File: src/rtl/sprite_pixel_fetch.sv
// sprite_pixel_fetch: raster-to-SRAM read front end for an 8-bit sprite image.
// Maps raster coordinates onto a sprite placed at a per-frame origin and issues
// reads to a one-cycle-latency SRAM. The RGB332 data returned by the SRAM is
// expanded to RGB444. Colour-key pixels fall through to the background colour.
// The pixel stream leaves a three-stage pipeline aligned to pixel_tick.
module sprite_pixel_fetch #(
    parameter int          W_LOG2     = 8,
    parameter int          H_LOG2     = 8,
    parameter int          ADDR_WIDTH = 16,
    parameter logic [7:0]  KEY        = 8'hE3
) (
    input  logic                  clk,
    input  logic                  reset_n,
    input  logic                  pixel_tick,
    input  logic                  video_on,
    input  logic [9:0]            pix_x,
    input  logic [9:0]            pix_y,
    input  logic [9:0]            org_x,
    input  logic [9:0]            org_y,
    input  logic [11:0]           bg_rgb,
    output logic                  sram_en,
    output logic                  sram_we,
    output logic [ADDR_WIDTH-1:0] sram_addr,
    input  logic [7:0]            sram_data_o,
    output logic [11:0]           rgb,
    output logic                  rgb_valid,
    output logic                  sprite_hit
);

    localparam logic [10:0] W_SPAN = 11'd1 << W_LOG2;
    localparam logic [10:0] H_SPAN = 11'd1 << H_LOG2;

    // RGB332 -> RGB444: replicate the MSB of the 3-bit fields and double the 2-bit blue field
    function automatic logic [11:0] rgb332_to_444(input logic [7:0] d);
        return {d[7:5], d[7], d[4:2], d[4], d[1:0], d[1:0]};
    endfunction

    // Shadow origin, latched only at the frame-start pixel so the sprite never tears
    logic [9:0]            r_ox;
    logic [9:0]            r_oy;

    logic                  w_frame_start;
    logic [9:0]            w_ox;
    logic [9:0]            w_oy;
    logic [10:0]           w_dx;
    logic [10:0]           w_dy;
    logic                  w_hit;
    logic [ADDR_WIDTH-1:0] w_addr;

    logic                  r_sram_en;
    logic [ADDR_WIDTH-1:0] r_sram_addr;
    logic                  r_s1_valid;
    logic                  r_s1_hit;
    logic                  r_s1_von;
    logic [11:0]           r_s1_bg;
    logic                  r_s2_valid;
    logic                  r_s2_hit;
    logic                  r_s2_von;
    logic [11:0]           r_s2_bg;
    logic [11:0]           r_rgb;
    logic                  r_rgb_valid;
    logic                  r_sprite_hit;

    // Hit test and address generation; the frame-start tick uses the incoming origin directly
    always_comb begin
        w_frame_start = pixel_tick && (pix_x == 10'd0) && (pix_y == 10'd0);
        if (w_frame_start) begin
            w_ox = org_x;
            w_oy = org_y;
        end else begin
            w_ox = r_ox;
            w_oy = r_oy;
        end
        // 11-bit differences: the guards below reject the negative (wrapped) cases
        w_dx   = {1'b0, pix_x} - {1'b0, w_ox};
        w_dy   = {1'b0, pix_y} - {1'b0, w_oy};
        w_hit  = video_on && (pix_x >= w_ox) && (w_dx < W_SPAN)
                          && (pix_y >= w_oy) && (w_dy < H_SPAN);
        w_addr = {w_dy[H_LOG2-1:0], w_dx[W_LOG2-1:0]};
    end

    // Origin shadow registers
    always_ff @(posedge clk or negedge reset_n) begin
        if (!reset_n) begin
            r_ox <= 10'd0;
            r_oy <= 10'd0;
        end else if (w_frame_start) begin
            r_ox <= org_x;
            r_oy <= org_y;
        end else begin
            r_ox <= r_ox;
            r_oy <= r_oy;
        end
    end

    // Stage 1: issue the SRAM read and capture the pixel context
    always_ff @(posedge clk or negedge reset_n) begin
        if (!reset_n) begin
            r_sram_en   <= 1'b0;
            r_sram_addr <= '0;
            r_s1_valid  <= 1'b0;
            r_s1_hit    <= 1'b0;
            r_s1_von    <= 1'b0;
            r_s1_bg     <= 12'h000;
        end else begin
            r_sram_en  <= pixel_tick && w_hit;
            r_s1_valid <= pixel_tick;
            r_s1_hit   <= pixel_tick && w_hit;
            r_s1_von   <= video_on;
            r_s1_bg    <= bg_rgb;
            // Address is held across misses to avoid needless bus toggling
            if (pixel_tick && w_hit) begin
                r_sram_addr <= w_addr;
            end else begin
                r_sram_addr <= r_sram_addr;
            end
        end
    end

    // Stage 2: delay the context while the SRAM registers its read data
    always_ff @(posedge clk or negedge reset_n) begin
        if (!reset_n) begin
            r_s2_valid <= 1'b0;
            r_s2_hit   <= 1'b0;
            r_s2_von   <= 1'b0;
            r_s2_bg    <= 12'h000;
        end else begin
            r_s2_valid <= r_s1_valid;
            r_s2_hit   <= r_s1_hit;
            r_s2_von   <= r_s1_von;
            r_s2_bg    <= r_s1_bg;
        end
    end

    // Stage 3: colour-key and expand the SRAM data; hold the output between valids
    always_ff @(posedge clk or negedge reset_n) begin
        if (!reset_n) begin
            r_rgb        <= 12'h000;
            r_rgb_valid  <= 1'b0;
            r_sprite_hit <= 1'b0;
        end else begin
            r_rgb_valid <= r_s2_valid;
            if (r_s2_valid) begin
                if (r_s2_hit && (sram_data_o != KEY)) begin
                    r_rgb        <= rgb332_to_444(sram_data_o);
                    r_sprite_hit <= 1'b1;
                end else if (r_s2_von) begin
                    r_rgb        <= r_s2_bg;
                    r_sprite_hit <= 1'b0;
                end else begin
                    r_rgb        <= 12'h000;
                    r_sprite_hit <= 1'b0;
                end
            end else begin
                r_rgb        <= r_rgb;
                r_sprite_hit <= r_sprite_hit;
            end
        end
    end

    assign sram_en    = r_sram_en;
    assign sram_we    = 1'b0;
    assign sram_addr  = r_sram_addr;
    assign rgb        = r_rgb;
    assign rgb_valid  = r_rgb_valid;
    assign sprite_hit = r_sprite_hit;

endmodule

File: config.mk
export PLATFORM = sky130hd
export DESIGN_NAME = sprite_pixel_fetch
export DESIGN_NICKNAME = d
export VERILOG_FILES = /design/src/rtl/sprite_pixel_fetch.sv
export SDC_FILE = /design/constraint.sdc
export NUM_CORES = 1
export LEC_CHECK = 0
export BUFFER_PORTS_ARGS = -buffer_cell sky130_fd_sc_hd__buf_2
export CAP_MARGIN = 20
export CORE_MARGIN = 3
export CORE_UTILIZATION = 40
export DETAILED_ROUTE_END_ITERATION = 8
export GPL_TIMING_DRIVEN = 0
export HOLD_SLACK_MARGIN = 0.05
export PLACE_DENSITY_LB_ADDON = 0.2
export SKIP_LAST_GASP = 1
export SLEW_MARGIN = 25
export SYNTH_ARGS = -nofsm -noshare
export SYNTH_HDL_FRONTEND = slang
export SYNTH_SLANG_ARGS = --single-unit
File: constraint.sdc
create_clock -name clk -period 3.2 [get_ports clk]
set_clock_uncertainty 0.2 [all_clocks]
set_input_delay 0.16 -clock clk [delete_from_list [all_inputs] [get_ports clk]]
set_output_delay 0.16 -clock clk [all_outputs]
set_load 0.005 [all_outputs]
# Word-level counts from Yosys, hierarchy flattened
# Index checks and enable logic that the tools add are counted.
# totals
regBits,80
input_bits,64
elab_cells,36
# op_classes
eq_ne,1
mux,5
magnitude_cmp,4
reduce_logical,10
add_sub_neg,2
# ops
op,count
$mux 12,2
$lt 11x9->1 const B,2
$sub 10x10->11,2
$ge 10x10->1,2
$logic_not 10->1,2
$mux 10,2
$logic_and 1x1->1,8
$ne 8x8->1 const B,1
$mux 1,1

# Depth between registers and ports, before layout
# Gate-level depths: netlist (run 1).
# logic_depth
depth_word,10
depth_mapped,18

# Worst setup path after synthesis (run 1)
# Ideal clock, no wire load.
# synth_timing
kind,input to register
startpoint,input pix_x[7]
endpoint,"register r_sram_addr[10], in the netlist sram_addr[10]"
path_slack_ns,-1.007
arrival_time_ns,3.882
path_stages,16
required_time_ns,2.875
path_cell_list,nor4_1 nand4_2 nor2_8 buf_1 mux2i_1 ha_1 nor2b_1 o21ai_0 a21boi_0 o21ai_0 a21oi_1 o2111a_1 nor4_1 nand4_4 buf_6 mux2_4
# synth_via
elab_chain_len,10
elab_cells_between_ends,16
# synth_lines
element,line_no,source
"start, declared",16,"input logic [9:0] pix_x,"
$logic_not 10->1,66,w_frame_start = pixel_tick && (pix_x == 10'd0) && (pix_y == 10'd0);
$logic_and 1x1->1 (2 in series),66,
$mux 10,n/a,
$sub 10x10->11 / $ge 10x10->1 (equally long branches),"75, 77",
$lt 11x9->1 / $logic_and 1x1->1 (equally long branches),77,w_hit = video_on && (pix_x >= w_ox) && (w_dx < W_SPAN)
$logic_and 1x1->1,77,
$logic_and 1x1->1 (2 in series),78,&& (pix_y >= w_oy) && (w_dy < H_SPAN);
$logic_and 1x1->1,112,if (pixel_tick && w_hit) begin
"end signal, assigned",113,r_sram_addr <= w_addr;
"end signal, assigned",115,r_sram_addr <= r_sram_addr;
"end, declared",51,logic [ADDR_WIDTH-1:0] r_sram_addr;
# Several ways; a longest one is shown, not always the timed one.
# A chain may end at the register's enable or synchronous reset.

# Final worst setup path (run 1)
# layout_timing
startpoint,input pix_y[3]
endpoint,"register r_sram_addr[10], in the netlist sram_addr[10]"
# layout_via
elab_chain_len,9
elab_cells_between_ends,15
# layout_lines
element,line_no,source
"start, declared",17,"input logic [9:0] pix_y,"
$logic_not 10->1 *,66,
$logic_and 1x1->1 *,66,
$mux 10 *,n/a,
net w_ox[0],43,logic [9:0] w_ox;
$sub 10x10->11 / $ge 10x10->1 (equally long branches),"75, 77",
$lt 11x9->1 / $logic_and 1x1->1 (equally long branches),77,
$logic_and 1x1->1 *,77,
$logic_and 1x1->1 * (2 in series),78,
$logic_and 1x1->1 *,112,
# The timed path passes the listed nets; every way through them passes the cells marked *.

==> run metrics, run 1 <==
RSZ-0062 raised after global routing true; crit path time final between 3 and 4 ns; pre-CTS WS -1.241 ns; Area growth syn-to-layout 47.93%; vias post-DR 3105; Synth top area share about 52%; CTS tree yes; min-delay worst type input port to flip-flop; Post-Syn Nets approximately 420; worst-skew pair later-pin latency 0.34 ns; Worst path max stage delay ~0.39 ns; EDFF count, synth 0; top cells by area, synth dfrtp_1, ha_1, mux2i_1; Final HPWL DP around 6400 um; Chip Height around 100 um; placer congestion estimate approximately 0.85; CP max-delay cell fa_1; crit share post-route 110.7%; largest net degree at the start of global routing 46; Tightest Pin Transition 0.5939 ns; design area 0.005642 mm^2; I/O Pins 96; worst path required time 3.22 ns; synthesized area around 0.0038 mm^2; Leak Pwr about 0.0028 uW; first-pass GRT wire length about 15000 um; failing checks negative setup slack; Residual DRC 0; CTS root buffer clkbuf_8; register clock-pin slew on the reported worst setup and hold paths about 0.080 ns; Mapped Avg Cell Area 11.25 um^2; crit start category input port; Vias per Instance roughly 4.8; overall routing resource usage ~17%; top cells by instance count after synthesis dfrtp_1, inv_1, nor2_1, a21oi_1, nand2_1; VDD IR max ~240 uV; vias in the first global route about 3200; die area 0.01074 mm^2; Starting Density slightly above 40%; worst path arrival time roughly 3.6 ns; register bit total from synthesis 80; H-tree Lvls 3; Synth cell types 54; CP Capture Type flip-flop; layout cells sized above 1 between 30% and 40%; cell count after synthesis between 300 and 400; CTS sink cnt 80; initial drt markers approximately 70; Routed Antenna Nets 0; CP max FO 8; Crit Path Category input port to flip-flop; Synth Warn # 0; antenna violations before repair 0; area leader, netlist dfrtp_1; Post-DP Area approximately 0.0046 mm^2; Worst path most repeated cell nand4_4; status complete, but fails checks; Pwr Density 407.0 mW/mm^2; Hold Vio Cnt, Final 0; sequential fraction of the synthesis area approximately 52%; core area between 0.009 and 0.01 mm^2; GRT Residual Overflow 0; Final WS setup -0.3434 ns; Port Buffer Count 93; most frequent cell after synthesis dfrtp_1; drt wl/cell between 10 and 15 um; Die W between 100 and 150 um; Max-slew headroom approximately three fifths; Synth async-reset ratio 100.0%; max-slew violation count 0; Max Fclk about 0.28 GHz; row count 35; drt pass-1 iters 4; Power Total about 2300 uW; nets slightly below 600; predominant post-synthesis flop cell dfrtp_1; Final Setup Violations 17; diodes inserted 0; CTS Buf Count 9; critical-path cell list buf_8 > nor4_4 > nand4_4 > nor2_8 > buf_6 > buf_4 > mux2_2 > ha_1 > fa_1 > nand2b_1 > nand3_1 > nand3_2 > a221oi_2 > xor2_1 > nand4_4 > buf_12 > mux2_4; WL final roughly 9400 um; # Max-Cap Violations 0; Bufs on Longest Clock Path 2
state kept, by name, summed over array words and instances, names as in the netlist:
name        cells
r_ox           10
r_oy           10
r_s1_bg        12
r_s1_hit        1
r_s1_valid      1
r_s1_von        1
r_s2_bg        12
r_s2_hit        1
r_s2_valid      1
r_s2_von        1
rgb            12
rgb_valid       1
sprite_hit      1
sram_addr      16
final cells by class:
cell class | count | area, um^2
buffer | 9 | 71.32
tap | 129 | 161.4
clock inverter | 6 | 48.80
inverter | 34 | 130.1
timing repair buffer | 162 | 1186
multi-input combinational | 214 | 1904
fill | 768 | 3598
clock buffer | 10 | 137.6
sequential | 80 | 2002
stage by stage:
stage / setup TNS (ns) / utilization (%) / hold WS [ns] / cells
6_report: -5.311 / 61.06 / 0.1284 / 644
5_1_grt: -7.802 / 61.06 / 0.1375 / 644
4_1_cts: -5.960 / 59.01 / 0.09314 / 635
3_5_place_dp: -18.59 / 49.41 / 0.006776 / 562
3_3_place_gp: -17.82 / 49.17 / 0.06794 / 561
2_1_floorplan: -6.591 / - / -0.3356 / 339
where the power goes:
part / leakage (uW) / switching (uW) / internal (uW)
sequential: 0.000999 / 41.6 / 1100
combinational: 0.00173 / 198 / 255
clock: 0.0000859 / 389 / 311
cell usage in the layout, fill, tap and decap left out, types with 5 or more instances in the layout:
cell type,n
mux2_4,15
xnor2_1,6
ha_1,11
a21oi_1,22
buf_2,88
mux2i_1,12
dfrtp_1,80
buf_6,6
buf_4,20
buf_12,5
dlygate4sd3_1,45
inv_1,31
nand2b_1,5
nor2_1,24
a22oi_1,8
nand2_1,19
xor2_1,7
clkbuf_8,10
critical path, delay by kind of cell:
kind            cells  cell delay (ns)
mux                 2             0.65
simple gates        7             1.25
fa+ha+maj           2             0.61
xor+xnor            1             0.24
compound gates      1             0.08
buf+inv             4             0.58
timing repair:
item	in CTS	in global routing
endpoints found under the hold margin	91	0
endpoints found under the setup margin	17	17
gates cloned	0	0
hold buffers	45	0
pin swaps	18	20
resized for setup	36	28
buffers inserted	14	9
per-layer routing:
metal	global-route usage, %	share of wire [%]
met1	21.92	43
met2	30.00	51
met3	4.984	5.4
met4	3.799	0.87
met5	0	0
cell families (layout without fill, tap and decap cells):
logic type	Yosys count	count (layout)	synth area share, %
compound gates	63	63	10.70
flops	80	80	52.49
buf+inv	45	221	4.757
simple gates	81	81	11.39
xor+xnor	13	13	2.986
mux	36	36	10.63
fa+ha+maj	20	20	6.956
other cells	1	1	0.09833
final timing paths:
kind / slack, ns / start / cells past startpoint / to
setup / recovery: -0.34 / pix_y[3] / 17 / sram_addr[10]
hold / removal: 0.13 / pix_y[1] / 4 / sram_addr[9]
setup reg to reg: 0.11 / r_oy[0] / 13 / sram_addr[10]
hold reg to reg: 0.15 / r_s1_bg[6] / 0 / r_s2_bg[6]
max in group asynchronous: 2.04 / reset_n / 3 / r_ox[1]
min in group asynchronous: 0.17 / reset_n / 2 / rgb[5]
(Power assumes the default switching activity.)
==> run 2, diff against run 1 <==
clock period = 4.4 ns   (was 3.2 ns; I/O delays follow)
==> run metrics, run 2 (synthesis gave the netlist of run 1 again) <==
status completed (was complete, but fails checks); switching power total 439.2 uW (was 629.3 uW); Hold Vio Cnt, Final 0 (unchanged); die area 0.01074 mm^2 (unchanged); worst path arrival time 4.18 ns (was 3.57 ns); clock power share 33.0% (was 30.5%); row count 35 (unchanged); Chip Height 103.6 um (unchanged); Area growth syn-to-layout 35.89% (was 47.93%); largest net degree at the start of global routing 52 (was 46); drt wl/cell 13.67 um (was 14.61 um); commonest non-fill, non-tap cell in the layout buf_2 (unchanged); met2 usage 26.03% (was 30.00%); Die W 103.6 um (unchanged); CTS tree yes (unchanged); Vias per Instance 4.799 (was 4.821); Port Buffer Count 93 (unchanged); min-delay worst type input port to asynchronous set/reset pin (was input port to flip-flop); antenna violations before repair 0 (unchanged); Routed Antenna Nets 0 (unchanged); Comb power frac 17.2% (was 19.7%); drt pass-1 iters 4 (unchanged); placer congestion estimate 0.8360 (was 0.8450); VDD IR max 143.3 uV (was 236.3 uV); CP max FO 10 (was 8); Max Fclk between 0.2 and 0.25 GHz; initial drt markers 52 (was 69); M1 GR Usage 22.62% (was 21.92%); R2R cell count 13 (unchanged); CTS sink cnt 80 (unchanged); CTS root buffer clkbuf_8 (unchanged); placed cell count 562 (unchanged); layout cells sized above 1 29.66% (was 38.25%); Final HPWL DP 6216 um (was 6361 um); GRT Residual Overflow 0 (unchanged); nets 578 (was 594); Starting Density 41.27% (unchanged); worst path required time 4.44 ns (was 3.22 ns); diodes inserted 0 (unchanged); H-tree Lvls 3 (unchanged); Max-slew headroom 61.92% (was 60.40%); max FFs per register 16 (unchanged); Pwr Density 321.3 mW/mm^2 (was 407.0 mW/mm^2); Crit Path Category input port to flip-flop (unchanged); first-pass GRT wire length 14770 um (was 15270 um); gr busiest metal met2 (unchanged); # Max-Cap Violations 0 (unchanged); register clock-pin slew on the reported worst setup and hold paths 0.09 ns (was 0.08 ns); GR Layer Usage met3 4.237% (was 4.984%); Residual DRC 0 (unchanged); Power Total 1665 uW (was 2296 uW); commonest cells after routing, fill and taps aside buf_2, dfrtp_1, dlygate4sd3_1 (unchanged); Tightest Pin Transition 0.5697 ns (was 0.5939 ns); I/O Pins 96 (unchanged); Final Setup Violations 0 (was 17); vias in the first global route 3079 (was 3199); crit share post-route a little over nine tenths; Bufs on Longest Clock Path 2 (unchanged); worst-skew pair later-pin latency 0.35 ns (was 0.34 ns); Leak Pwr 0.002644 uW (was 0.002815 uW); vias post-DR 3014 (was 3105); CP Capture Type flip-flop (unchanged); max-slew violation count 0 (unchanged); CTS Buf Count 9 (unchanged); Switching Fraction 26.38% (was 27.41%); power share of the sequential group 49.8% (about the same); core area 0.009240 mm^2 (unchanged); fin cells 628 (was 644); WL final 8585 um (was 9407 um); Internal 1226 uW (was 1667 uW); overall routing resource usage 16.86% (was 17.43%); FILL cells 823 (was 768); crit start category input port (unchanged); crit path time final slightly above 4 ns
[run 2: cell types whose count changed in the layout (fill, tap and decap cells not counted), moves of 5 or more]
| cell | previous run | this run |
|---|---|---|
| ha_1 | 11 | 18 |
| buf_2 | 88 | 93 |
| mux2_4 | 15 | 5 |
| mux2_2 | 3 | 13 |
| buf_12 | 5 | 0 |
| buf_6 | 6 | 1 |
| mux2i_1 | 12 | 17 |
| buf_4 | 20 | 9 |
[run 2: stage by stage]
| step | TNS (ns) | area [um^2] | util (%) | setup WS (ns) | hold slack [ns] |
|---|---|---|---|---|---|
| 6_report | 0 | 5182 | 56.09 | 0.2526 | 0.1441 |
| 5_1_grt | -0.02986 | 5182 | 56.09 | -0.01178 | 0.1591 |
| 4_1_cts | 0 | 5136 | 55.59 | 0.02049 | 0.1351 |
| 3_5_place_dp | -16.66 | 4471 | 48.38 | -1.134 | -0.01252 |
| 3_3_place_gp | -16.36 | 4441 | 48.06 | -1.112 | 0.1293 |
| 2_1_floorplan | 0 | 3814 | - | 0.1329 | -0.2756 |
[run 2: critical path, cell delays in order]
cell	delay, ns
buf_2	0.11
nor4_2	0.40
nand4_2	0.24
nor2_8	0.19
buf_4	0.19
mux2_2	0.36
ha_1	0.21
fa_1	0.42
nor2b_1	0.12
o21ai_0	0.11
a21boi_0	0.28
o21ai_0	0.17
nand2_1	0.10
a31oi_1	0.10
xor2_1	0.29
nand4_4	0.16
buf_6	0.20
mux2_4	0.31
[run 2: layer usage]
| layer | wire length [um] | vias up |
|---|---|---|
| met4 | 170 | 0 |
| met2 | 4016 | 109 |
| met3 | 542 | 20 |
| li1 | - | 1479 |
| met1 | 3855 | 1406 |
| met5 | 0 | - |
[run 2: final timing paths]
path | startpoint | end | slack, ns
min reg2reg | r_s1_bg[11] | r_s2_bg[11] | 0.15
min | reset_n | rgb[11] | 0.14
min in group clk | pix_x[1] | sram_addr[1] | 0.15
max in group asynchronous | reset_n | r_ox[2] | 3.27
max | pix_y[5] | sram_addr[10] | 0.25
max reg2reg | r_oy[0] | sram_addr[10] | 1.00
[run 2: what timing repair did]
item | 4_1_cts | 5_1_grt
setup buffers | 0 | 6
resized for setup | 8 | 1
pin swaps | 0 | 2
endpoints found under the setup margin | 17 | 17
hold buffers | 44 | 0
hold endpoints to repair | 127 | 0
[run 2: layout make-up]
cell class / instances / area [um^2] / area share, %
Tap cell: 129 / 161.4 / 3.114
Inverter: 34 / 127.6 / 2.463
Clock buffer: 9 / 123.9 / 2.390
Clock inverter: 7 / 78.83 / 1.521
Sequential cell: 80 / 2002 / 38.63
Buffer: 11 / 57.56 / 1.111
Timing Repair Buffer: 144 / 980.9 / 18.93
Multi-Input combinational cell: 214 / 1650 / 31.84
[run 2: power groups by stage]
stage / Sequential (uW) / Combinational, uW / Clock, uW
after global placement: 842 / 250 / 0
after detailed placement: 845 / 257 / 0
after floorplan: 849 / 120 / 0
after global routing: 840 / 322 / 599
after CTS: 830 / 290 / 574
final: 829 / 287 / 549
==> run 3, diff against run 2 <==
ABC_AREA = 1   (was unset)
CTS_CLUSTER_SIZE = 28   (was unset)
PLACE_DENSITY_LB_ADDON = unset   (was 0.2)
==> run metrics, run 3 <==
CP Capture Type flip-flop (unchanged); CTS Buf Count 9 (unchanged); Final Setup Violations 0 (unchanged); Post-Syn Nets 573 (was 423); drt pass-1 iters 4 (unchanged); crit path time final 3.998 ns (was 4.147 ns); Util after Layout 54.87% (was 56.09%); Tightest Pin Transition 0.7136 ns (was 0.5697 ns); FILL cells 967 (was 823); Mapped Avg Cell Area 8.456 um^2 (was 11.25 um^2); drt wl/cell 13.08 um (was 13.67 um); GRT Residual Overflow 0 (unchanged); Chip Height 107.7 um (was 103.6 um); EDFF count, synth 0 (unchanged); design area 0.005438 mm^2 (was 0.005182 mm^2); Final HPWL DP 7625 um (was 6216 um); Synth Warn # 0 (unchanged); placer congestion estimate 0.8696 (was 0.8360); nets 725 (was 578); crit start category input port (unchanged); Fin Setup TNS 0 ns (unchanged); largest net degree at the start of global routing 53 (was 52); overall routing resource usage 18.44% (was 16.86%); most frequent cell after synthesis nand2_1 (was dfrtp_1); VDD IR max 135.1 uV (was 143.3 uV); register clock-pin slew on the reported worst setup and hold paths 0.08 ns (was 0.09 ns); WL final 10190 um (was 8585 um); worst-skew pair later-pin latency 0.36 ns (was 0.35 ns); CP max FO 10 (unchanged); Routed Antenna Nets 0 (unchanged); Post-DP Area 0.004795 mm^2 (was 0.004471 mm^2); Die W 107.7 um (was 103.6 um); RSZ-0062 raised after global routing false; sequential cell area 0.002002 mm^2 (unchanged); worst path required time 4.45 ns (was 4.44 ns); CTS tree yes (unchanged); antenna violations before repair 0 (unchanged); # Max-Cap Violations 0 (unchanged); Synth top area share 48.41% (was 52.49%); diodes inserted 0 (unchanged); fin cells 779 (was 628); Starting Density 41.73% (was 41.27%); Port Buffer Count 94 (was 93); Area growth syn-to-layout 31.50% (was 35.89%); first-pass GRT wire length 16830 um (was 14770 um); Pwr Density 293.0 mW/mm^2 (was 321.3 mW/mm^2); core area 0.009910 mm^2 (was 0.009240 mm^2); Max Fclk 0.2501 GHz (was 0.2411 GHz); register bit total from synthesis 80 (unchanged); row count 36 (was 35); I/O Pins 96 (unchanged); final hold slack 0.1400 ns (was 0.1441 ns); layout cells sized above 1 24.77% (was 29.66%); Leak Pwr 0.002935 uW (was 0.002644 uW); crit share post-route 90.86% (was 94.26%); Hold Vio Cnt, Final 0 (unchanged); synthesized area 0.004135 mm^2 (was 0.003814 mm^2); top cells by instance count after synthesis nand2_1, dfrtp_1, inv_1, nor2_1, nand3_1 (was dfrtp_1, inv_1, nor2_1, a21oi_1, nand2_1); area of the multi-input gates 0.001837 mm^2 (was 0.001650 mm^2); commonest non-fill, non-tap cell in the layout nand2_1 (was buf_2); Residual DRC 0 (unchanged); Synth cell types 39 (was 54); placed cell count 717 (was 562); area leader, netlist dfrtp_1 (unchanged); Synth async-reset ratio 100.0% (unchanged); max-slew violation count 0 (unchanged); max FFs per register 16 (unchanged); worst path arrival time 4.05 ns (was 4.18 ns); status completed (unchanged); CTS sink cnt 80 (unchanged); sequential fraction of the synthesis area 48.41% (was 52.49%); vias in the first global route 3644 (was 3079); cell count after synthesis 489 (was 339); Bufs on Longest Clock Path 2 (unchanged); Crit Path Category input port to flip-flop (unchanged); CTS root buffer clkbuf_8 (unchanged); Max-slew headroom 52.43% (was 61.92%); top cells by area, synth dfrtp_1, nand2_1, ha_1 (was dfrtp_1, ha_1, mux2i_1); commonest cells after routing, fill and taps aside nand2_1, buf_2, dfrtp_1 (was buf_2, dfrtp_1, dlygate4sd3_1); predominant post-synthesis flop cell dfrtp_1 (unchanged); initial drt markers 136 (was 52); min-delay worst type input port to flip-flop (was input port to asynchronous set/reset pin); H-tree Lvls 3 (unchanged); Vias per Instance 4.677 (was 4.799); vias post-DR 3643 (was 3014); die area 0.01159 mm^2 (was 0.01074 mm^2)
==> run 3: cell types whose count changed after synthesis, sizes merged, moves of 7 or more <==
cell   change
a22oi      -7
inv       +29
mux2      -16
mux2i     -18
nand2    +135
nand3     +35
nor2      +19
==> run 3: path summary, 6_finish.rpt <==
path,end,slack [ns],start,cells past startpoint
max,sram_addr[9],0.40,pix_y[1],24
min,r_ox[2],0.14,pix_y[6],6
max reg2reg,sram_addr[9],1.23,r_oy[0],18
min reg2reg,r_s2_bg[5],0.15,r_s1_bg[5],0
max in group asynchronous,r_s2_bg[7],3.17,reset_n,3
min in group asynchronous,rgb[8],0.24,reset_n,2
==> run 3: final cells by class <==
class | instances | area share [%]
buffer | 9 | 0.9664
tap | 133 | 3.060
multi-input combinational | 335 | 33.78
sequential | 80 | 36.82
clock buffer | 13 | 2.922
inverter | 64 | 4.487
clock inverter | 3 | 0.4372
timing repair buffer | 142 | 17.53
==> run 3: critical path, stage by stage <==
cell,delay (ns)
buf_2,0.14
nor2_1,0.05
nand2_1,0.16
nor2_8,0.06
nand3_2,0.09
clkbuf_1,0.55
clkbuf_1,0.42
nand2_1,0.09
nand2_1,0.10
inv_1,0.05
ha_1,0.26
clkbuf_1,0.28
nand3_1,0.12
o211ai_1,0.28
nand3_1,0.14
nor2_1,0.15
nor3_1,0.06
nor2_1,0.13
nand3_2,0.14
nor2_8,0.17
nand2_4,0.10
buf_6,0.17
nand2_2,0.06
nand2_1,0.04
==> run 3: timing repair <==
item                                    in CTS  in global routing
hold endpoints to repair                    97                  0
endpoints found under the setup margin       0                 17
setup buffers                                0                  4
hold buffers                                43                  0
resized for setup                            0                  1
==> run 3: per-layer routing <==
layer,vias to the layer above,wire length [um],global-route usage (%),part of all wire [%]
li1,1852,-,-,-
met1,1687,4705,22.62,46
met2,95,4882,31.88,48
met3,9,500,4.799,4.9
met4,0,98,5.410,0.96
met5,-,0,0,0
==> run 3: metrics by stage <==
stage,worst slack [ns],total power (uW)
after global placement,-0.1093,1064
after global routing,0.04047,1692
after floorplan,0.7958,947.9
final,0.4021,1593
after detailed placement,-0.1626,1071
after CTS,0.2136,1622
==> run 3: logic make-up (layout without fill, tap and decap cells) <==
family | Yosys count | after routing | synth area share [%]
adders and majority gates | 20 | 20 | 6.415
AOI/OAI and AO/OA | 42 | 42 | 5.840
DFF | 80 | 80 | 48.41
buffers and inverters | 74 | 231 | 7.171
other | 1 | 1 | 0.09068
xor gates and xnor gates | 13 | 13 | 2.753
muxes | 2 | 2 | 0.5446
and+or+nand+nor | 257 | 257 | 28.77
==> run 3: power breakdown <==
part	internal, uW	switching, uW	total, uW
registers	784	25.9	810
clock network	239	271	510
logic	129	145	274
